===== config.mk =====
export PLATFORM = sky130hd
export DESIGN_NAME = pipe_ctrl
export DESIGN_NICKNAME = d
export VERILOG_FILES = /design/src/rtl/pipe_ctrl_pkg.sv /design/src/rtl/pipe_pc_reg.sv /design/src/rtl/pipe_ctrl.sv
export SDC_FILE = /design/constraint.sdc
export NUM_CORES = 1
export LEC_CHECK = 0
export CAP_MARGIN = 20
export CORE_MARGIN = 2
export CORE_UTILIZATION = 46
export CTS_CLUSTER_SIZE = 24
export DETAILED_ROUTE_END_ITERATION = 6
export PLACE_DENSITY_LB_ADDON = 0.15
export SETUP_SLACK_MARGIN = 0.3
export SLEW_MARGIN = 0
export SYNTH_ARGS = -nofsm -noshare
export SYNTH_HDL_FRONTEND = slang
export SYNTH_SLANG_ARGS = --single-unit

===== constraint.sdc =====
create_clock -name clk -period 3.5 [get_ports clk]
set_input_delay 0.7 -clock clk [delete_from_list [all_inputs] [get_ports clk]]
set_output_delay 0.7 -clock clk [all_outputs]
set_load 0.02 [all_outputs]

===== src/rtl/pipe_ctrl_pkg.sv =====
// Shared types and constants for the RV32I pipeline control block.
package pipe_ctrl_pkg;

    typedef enum logic [1:0] {
        ST_RUN    = 2'd0,
        ST_HOLD   = 2'd1,
        ST_HALTED = 2'd2
    } state_t;

    typedef enum logic [1:0] {
        PC_HOLD = 2'd0,
        PC_INC  = 2'd1,
        PC_LOAD = 2'd2
    } pc_sel_t;

    localparam logic [31:0] NOP_INSTR = 32'h0000_0013;
    localparam logic [31:0] PC_STEP   = 32'd4;

endpackage


===== src/rtl/pipe_pc_reg.sv =====
// Fetch PC register with hold / increment / load select.
module pipe_pc_reg
    import pipe_ctrl_pkg::*;
#(
    parameter logic [31:0] RESET_PC = 32'h0000_0000
) (
    input  logic        clk,
    input  logic        reset,
    input  pc_sel_t     sel,
    input  logic [31:0] load_val,
    output logic [31:0] pc
);

    always_ff @(posedge clk) begin
        if (reset) begin
            pc <= RESET_PC;
        end else begin
            case (sel)
                PC_INC:  pc <= pc + PC_STEP;
                PC_LOAD: pc <= load_val;
                default: pc <= pc;
            endcase
        end
    end

endmodule


===== src/rtl/pipe_ctrl.sv =====
// Pipeline control: fetch PC, IF/ID and ID/EX controls, halt/resume FSM, hazard watchdog.
// Optional perf counters enabled by defining PIPE_CTRL_PERF_EN.
module pipe_ctrl
    import pipe_ctrl_pkg::*;
#(
    parameter logic [31:0] RESET_PC = 32'h0000_0000,
    parameter int          MAX_WAIT = 3,
    parameter int          CNT_W    = 2
) (
    input  logic        clk,
    input  logic        reset,
    input  logic        stall,
    input  logic        cannot_calcpc,
    input  logic        jump_taken,
    input  logic [31:0] jump_target,
    input  logic        halt_req,
    input  logic        resume,
    output logic [31:0] pcF,
    output logic        ifid_en,
    output logic        ifid_clr,
    output logic        idex_clr,
    output logic        halted,
    output logic        hazard_err
`ifdef PIPE_CTRL_PERF_EN
    ,
    output logic [31:0] perf_hold_cycles,
    output logic [31:0] perf_flush_count
`endif
);

    localparam logic [CNT_W-1:0] CNT_MAX = '1;

    state_t           state;
    state_t           state_nxt;
    pc_sel_t          pc_sel;
    logic [CNT_W-1:0] hold_cnt;
    logic             hazard;
    logic             hazard_hold;

    assign hazard      = stall | cannot_calcpc;
    assign hazard_hold = (state != ST_HALTED) && hazard;

    always_ff @(posedge clk) begin
        if (reset) begin
            state <= ST_RUN;
        end else begin
            state <= state_nxt;
        end
    end

    always_comb begin
        state_nxt = state;
        case (state)
            ST_HALTED: begin
                if (resume) state_nxt = ST_RUN;
            end
            default: begin
                if (hazard)        state_nxt = ST_HOLD;
                else if (halt_req) state_nxt = ST_HALTED;
                else               state_nxt = ST_RUN;
            end
        endcase
    end

    // HOLD with no hazard behaves exactly like RUN, so both share one branch.
    always_comb begin
        ifid_en  = 1'b1;
        ifid_clr = 1'b0;
        idex_clr = 1'b0;
        halted   = 1'b0;
        pc_sel   = PC_INC;
        if (reset) begin
            pc_sel = PC_HOLD;
        end else if (state == ST_HALTED) begin
            halted   = 1'b1;
            ifid_en  = 1'b0;
            idex_clr = 1'b1;
            pc_sel   = resume ? PC_INC : PC_HOLD;
        end else if (hazard) begin
            ifid_en  = 1'b0;
            idex_clr = 1'b1;
            pc_sel   = PC_HOLD;
        end else if (halt_req) begin
            ifid_clr = 1'b1;
            pc_sel   = PC_HOLD;
        end else if (jump_taken) begin
            ifid_clr = 1'b1;
            pc_sel   = PC_LOAD;
        end
    end

    pipe_pc_reg #(
        .RESET_PC (RESET_PC)
    ) u_pc_reg (
        .clk      (clk),
        .reset    (reset),
        .sel      (pc_sel),
        .load_val (jump_target & ~32'h0000_0003),
        .pc       (pcF)
    );

    // Watchdog fires on the edge that completes the MAX_WAIT-th consecutive hold cycle.
    always_ff @(posedge clk) begin
        if (reset) begin
            hold_cnt   <= '0;
            hazard_err <= 1'b0;
        end else if (hazard_hold) begin
            if (hold_cnt != CNT_MAX) hold_cnt <= hold_cnt + 1'b1;
            if (int'(hold_cnt) + 1 >= MAX_WAIT) hazard_err <= 1'b1;
        end else begin
            hold_cnt <= '0;
        end
    end

`ifdef PIPE_CTRL_PERF_EN
    always_ff @(posedge clk) begin
        if (reset) begin
            perf_hold_cycles <= '0;
            perf_flush_count <= '0;
        end else if (state != ST_HALTED) begin
            if (idex_clr) perf_hold_cycles <= perf_hold_cycles + 32'd1;
            if (ifid_clr) perf_flush_count <= perf_flush_count + 32'd1;
        end
    end
`endif

endmodule

==> results of run 1 <==
==> metal layers <==
layer,wire (um),GRT usage (%),vias up
li1,-,-,1232
met1,2760,30.3,1114
met2,2840,36.8,60
met3,254,4.25,9
met4,70,6.67,0
met5,0,0,-
==> kinds of logic after synthesis <==
group / count (synthesis) / synth area share (%)
adders and majority gates: 5 / 2.83
other: 1 / 0.170
AOI/OAI and AO/OA: 73 / 20.4
buffers and inverters: 32 / 5.89
xor gates and xnor gates: 1 / 0.396
muxes: 7 / 3.17
and+or+nand+nor: 143 / 35.5
DFF: 35 / 31.7
==> path summary, 6_finish.rpt <==
check | startpoint | endpoint | cells after the start
setup / recovery | cannot_calcpc | ifid_clr | 6
hold / removal | hazard_err | hazard_err | 2
setup reg to reg | state[0] | u_pc_reg.pc[31] | 9
hold reg to reg | hazard_err | hazard_err | 2
==> power by group through the flow <==
| stage | Clock [uW] | Combinational [uW] | Sequential, uW |
|---|---|---|---|
| floorplan | 0 | 68.2 | 461 |
| global placement | 0 | 171 | 447 |
| detailed placement | 0 | 173 | 447 |
| CTS | 325 | 173 | 438 |
| global route | 340 | 188 | 442 |
| finish | 321 | 172 | 438 |
==> layout by cell type (no fill, tap or decap), types with 6 or more instances in the layout <==
cell type,netlist,routed
a21oi_1,27,27
nor4_1,6,6
o21ai_0,10,10
nand2_1,15,15
and3_1,12,12
a22oi_1,10,10
clkdlybuf4s50_1,0,71
nand4_1,13,13
nand3_1,16,16
mux2i_1,7,7
nor2_1,39,39
nor3_1,10,10
o22ai_1,7,7
clkbuf_8,0,7
dfxtp_1,35,35
buf_4,2,11
inv_1,11,11
==> registers in the layout, summed over array words and instances, names as in the netlist <==
register     flops
hazard_err       1
u_pc_reg.pc     30
state            2
hold_cnt         2
==> area by class of cell <==
class / count / area, um^2
repair buffers: 82 / 793
clock buffers: 8 / 100
inverters: 11 / 41.3
well taps: 54 / 67.6
flip-flops and latches: 35 / 701
fillers: 433 / 1610
multi-input cells: 231 / 1380
==> metrics by stage <==
| stage | total power (uW) | hold WS (ns) | setup WS, ns | instance area (um^2) |
|---|---|---|---|---|
| after floorplan | 529 | 0.504 | 0.788 | 2210 |
| after global placement | 617 | 0.470 | 0.335 | 2990 |
| after detailed placement | 620 | 0.480 | 0.237 | 2990 |
| after CTS | 937 | 0.491 | 0.437 | 3090 |
| after global routing | 970 | 0.497 | 0.349 | 3090 |
| final | 932 | 0.487 | 0.445 | 3090 |
==> critical path, cell delays in order <==
cell and delay, ns:
clkdlybuf4s50_1 0.39, nor2_1 0.15, nand2_1 0.10, or2_2 0.29, nor2_1 0.11, clkdlybuf4s50_1 0.61
==> summary.txt, run 1 <==
STA
  – Worst rel slew slack: approximately 62%
  – Fin crit share: ~87%
  – RSZ-0062 raised after global routing: false
  – Clk_skew: around 0.0058 ns
  – Setup TNS Final: 0 ns
  – Final hold viol count: 0
  – Final min period: around 3 ns
  – Final Slew Violations: 0
  – Max Fclk: around 0.33 GHz
  – Worst slew pin tran: approximately 0.56 ns
  – # setup viols final: 0

Global route
  – Largest net degree at the start of global routing: 36
  – Antenna violations before repair: 0
  – All-Layer GR Usage: a little under a quarter
  – Grt ovf: 0
  – First-pass GRT wire length: 9740 um
  – Vias in the first global route: between 2000 and 2500

Power and ir drop
  – Worst vdd ir: roughly 0.00019 V
  – Power per cell area: about 300 nW/um^2
  – Net Switching: between 200 and 250 uW
  – Sequential group share of total power: between 40% and 50%
  – Leakage: roughly 0.0011 uW
  – Part of the power in the clock network: 34.4%
  – Gate power share: between 15 and 20%
  – Net Sw Frac: between 20% and 30%
  – Int Pwr: 691 uW

Logic synthesis
  – Synthesized flop and latch total: 35
  – EDFF count, synth: 0
  – Yosys warns: 0
  – Synth top area share: a little under a third
  – Avg Inst Size Synth: between 7 and 8 um^2
  – Ys flop type: dfxtp_1
  – Seq/Total Area, Yosys: 31.7%
  – Leading area contributor after synthesis: dfxtp_1
  – Post-synth top cells: nor2_1 (39), dfxtp_1 (35), a21oi_1 (27)
  – Post-synthesis cell area: between 2000 and 2500 um^2
  – Mapped Cells: about 300
  – Area contributors post-synth: dfxtp_1 (32%), nor2_1 (6.6%), a21oi_1 (6.1%)
  – Asr flop ratio synth: 0%
  – Top-count cell post-synth: nor2_1
  – Netlist cell types: 47

Placed design
  – Routability cong.: ~0.83
  – Dpl hpwl: approximately 4300 um
  – Buffers added on ports: 71
  – Placed cell count: 413

Floorplan
  – Core Region: roughly 4700 um^2
  – Die W: 73.3 um
  – Die Area: roughly 5400 um^2
  – Boundary Pins: 76
  – Die height: between 70 and 80 um
  – Num rows: 25
  – Initial Util: 47.1%

Run
  – MaxCap Viol Count: 0

Drt
  – DRC: 0
  – Starting DRC count in detailed routing: 150
  – Final ANT Viol Nets: 0
  – First-pass DRT Iterations: 4
  – Avg Vias per Cell: 5.74
  – Total Wirelength: 5930 um
  – Via Count: 2415
  – Routed WL per cell: 14.1 um

Clocking
  – Longest Clk Path Bufs: 2
  – Clock sink count: 35
  – # Post-CTS Setup Buffers: 0
  – Root Driver: clkbuf_8
  – Htree depth: 2
  – CTS tree: done
  – Clock transition at path regs: around 0.070 ns
  – CTS Hold Bufs: 0
  – Cts bufs inserted: 5
  – PostCTS Resize Cnt: 0
  – Worst-Skew Late Latency: around 0.29 ns

Worst hold path
  – HP Class: reg -> reg

Final layout
  – Final design utilization: roughly two thirds
  – Ant. Diodes: 0
  – Layout cell share with drive strength beyond 1: 7.08%
  – Area grow syn2layout: 39.6%
  – Post-route insts no fill: between 400 and 500
  – Final #Nets: 410

Setup path
  – Critical path type: in -> out
  – CP max FO: 3
  – Worst Setup End Kind: output pin
  – Worst Path Required: roughly 2.8 ns
  – Crit path launch type: primary input
  – Flop2flop setup slack: 1.03 ns
  – Worst EP arrival: between 2 and 2.5 ns

Status
  – Outcome: completed
No activity file was read; power rests on OpenSTA's default activity.
==> inputs of run 2 (changes only) <==
--- a/config.mk
+++ b/config.mk
@@ -5,7 +5,6 @@
 export SDC_FILE = /design/constraint.sdc
 export NUM_CORES = 1
 export LEC_CHECK = 0
-export CAP_MARGIN = 20
 export CORE_MARGIN = 2
 export CORE_UTILIZATION = 46
 export CTS_CLUSTER_SIZE = 24
==> results of run 2 <==
No change in the layout: final DEF, timing and power equal those of run 1.
==> inputs of run 3 (changes only) <==
--- a/config.mk
+++ b/config.mk
@@ -6,7 +6,7 @@
 export NUM_CORES = 1
 export LEC_CHECK = 0
 export CORE_MARGIN = 2
-export CORE_UTILIZATION = 46
+export CORE_UTILIZATION = 49
 export CTS_CLUSTER_SIZE = 24
 export DETAILED_ROUTE_END_ITERATION = 6
 export PLACE_DENSITY_LB_ADDON = 0.15
==> constraint.sdc (replaced) <==
create_clock -name clk -period 3.8 [get_ports clk]
set_input_delay 0.76 -clock clk [delete_from_list [all_inputs] [get_ports clk]]
set_output_delay 0.76 -clock clk [all_outputs]
set_load 0.02 [all_outputs]
==> summary.txt, run 3 (synthesized netlist as in run 1, its figures left out) <==
Status
  – Outcome: completed

Setup path
  – Critical path launch point: cannot_calcpc
  – CP max FO: 3
  – Worst EP arrival: 2.42 ns
  – Crit path launch type: primary input
  – Worst r2r src: state[0]
  – Worst Path Required: slightly above 3 ns
  – Critical path type: in -> out
  – Worst Setup End Kind: output pin

STA
  – Setup slack after layout: between 0.6 and 0.7 ns
  – Final Slew Violations: 0
  – Worst slew pin tran: ~0.61 ns
  – Worst rel slew slack: about three fifths
  – RSZ-0062 raised after global routing: false
  – Final min period: 3.18 ns
  – Final hold viol count: 0
  – Max Fclk: 0.314 GHz
  – # setup viols final: 0
  – Setup TNS Final: 0 ns
  – Clk_skew: around 0.0056 ns
  – Fin crit share: 83.8%

Worst hold path
  – HP Class: reg -> reg
  – Hold Startpoint: hazard_err

Global route
  – First-pass GRT wire length: between 10000 and 15000 um
  – Grt ovf: 0
  – Vias in the first global route: roughly 2300
  – Largest net degree at the start of global routing: 35
  – Antenna violations before repair: 0
  – All-Layer GR Usage: 25.9%

Drt
  – Final ANT Viol Nets: 0
  – Via Count: around 2500
  – First-pass DRT Iterations: 4
  – Starting DRC count in detailed routing: about 220
  – Avg Vias per Cell: about 6.0
  – Total Wirelength: about 6200 um
  – DRC: 0
  – Routed WL per cell: 15.0 um

Clocking
  – Htree depth: 2
  – # Post-CTS Setup Buffers: 0
  – CTS tree: done
  – Worst-Skew Late Latency: around 0.29 ns
  – CTS Hold Bufs: 0
  – Clock transition at path regs: about 0.06 ns
  – Cts bufs inserted: 5
  – Root Driver: clkbuf_8
  – Longest Clk Path Bufs: 2
  – PostCTS Resize Cnt: 0
  – Clock sink count: 35

Floorplan
  – Num rows: 24
  – Initial Util: between 50% and 60%
  – Die Area: just over 5000 um^2
  – Boundary Pins: 76
  – Core Region: approximately 4400 um^2
  – Die height: about 71 um
  – Die W: 71.2 um

Final layout
  – Design area: 3050 um^2
  – Filler cell count: 393
  – Most frequent cells in the layout: clkdlybuf4s50_1 (71), nor2_1 (39), dfxtp_1 (35)
  – Layout cell share with drive strength beyond 1: around 6.3%
  – Biggest register: u_pc_reg.pc
  – Most common cell after layout, fill and taps aside: clkdlybuf4s50_1
  – Ant. Diodes: 0
  – Final design utilization: 70.0%
  – Area grow syn2layout: 37.9%
  – Max reg flops: 30
  – Post-route insts no fill: approximately 420
  – Largest registers: u_pc_reg.pc: 30 flops, hold_cnt: 2 flops, state: 2 flops
  – Final #Nets: slightly above 400

Power and ir drop
  – Worst vdd ir: 0.000177 V
  – Power per cell area: around 270 nW/um^2
  – Leakage: around 0.0011 uW

Placed design
  – Cell area after placement: around 3000 um^2
  – Routability cong.: slightly above 0.8
  – Dpl hpwl: 4410 um
  – Placed cell count: slightly above 400
  – Buffers added on ports: 71
  – Worst Setup Slack post-DPL: 0.337 ns

Run
  – MaxCap Viol Count: 0
[run 3: cell types whose count changed in the layout (fill, tap and decap cells not counted), sizes merged]
| cell | delta |
|---|---|
| clkbuf | -2 |
| buf | -1 |
[run 3: final cells by class]
| cell class | count | area [um^2] | area share, % |
|---|---|---|---|
| multi-input cells | 231 | 1380 | 45.4 |
| flip-flops and latches | 35 | 701 | 23.0 |
| well taps | 52 | 65.1 | 2.13 |
| inverters | 11 | 41.3 | 1.35 |
| repair buffers | 81 | 786 | 25.8 |
| clock buffers | 6 | 72.6 | 2.38 |
[run 3: where the power goes]
group | switching (uW) | internal, uW | total (uW)
Combinational | 73.0 | 87.7 | 161
Sequential | 20.6 | 384 | 404
Clock | 126 | 122 | 248
Total | 220 | 594 | 813
[run 3: per-layer routing]
metal	vias up	part of all wire, %	global-route usage, %
li1	1232	-	-
met1	1157	44	32.7
met2	107	48	43.9
met3	7	7.5	6.13
met4	0	0.94	7.76
met5	-	0	0
[run 3: final timing paths]
check | to | slack (ns) | depth (start not counted)
worst min register to register | hazard_err | 0.47 | 2
worst max register to register | u_pc_reg.pc[26] | 1.16 | 9
worst min-delay path | hazard_err | 0.47 | 2
worst max-delay path | ifid_clr | 0.62 | 6
[run 3: through the flow]
step                power, uW  hold slack, ns
finish                    813           0.471
global route              845           0.495
CTS                       813           0.471
detailed placement        572           0.461
global placement          569           0.459
floorplan                 487           0.504
[run 3: critical path, stage by stage]
cell	delay (ns)
clkdlybuf4s50_1	0.40
nor2_1	0.13
nand2_1	0.09
or2_2	0.29
nor2_1	0.12
clkdlybuf4s50_1	0.62
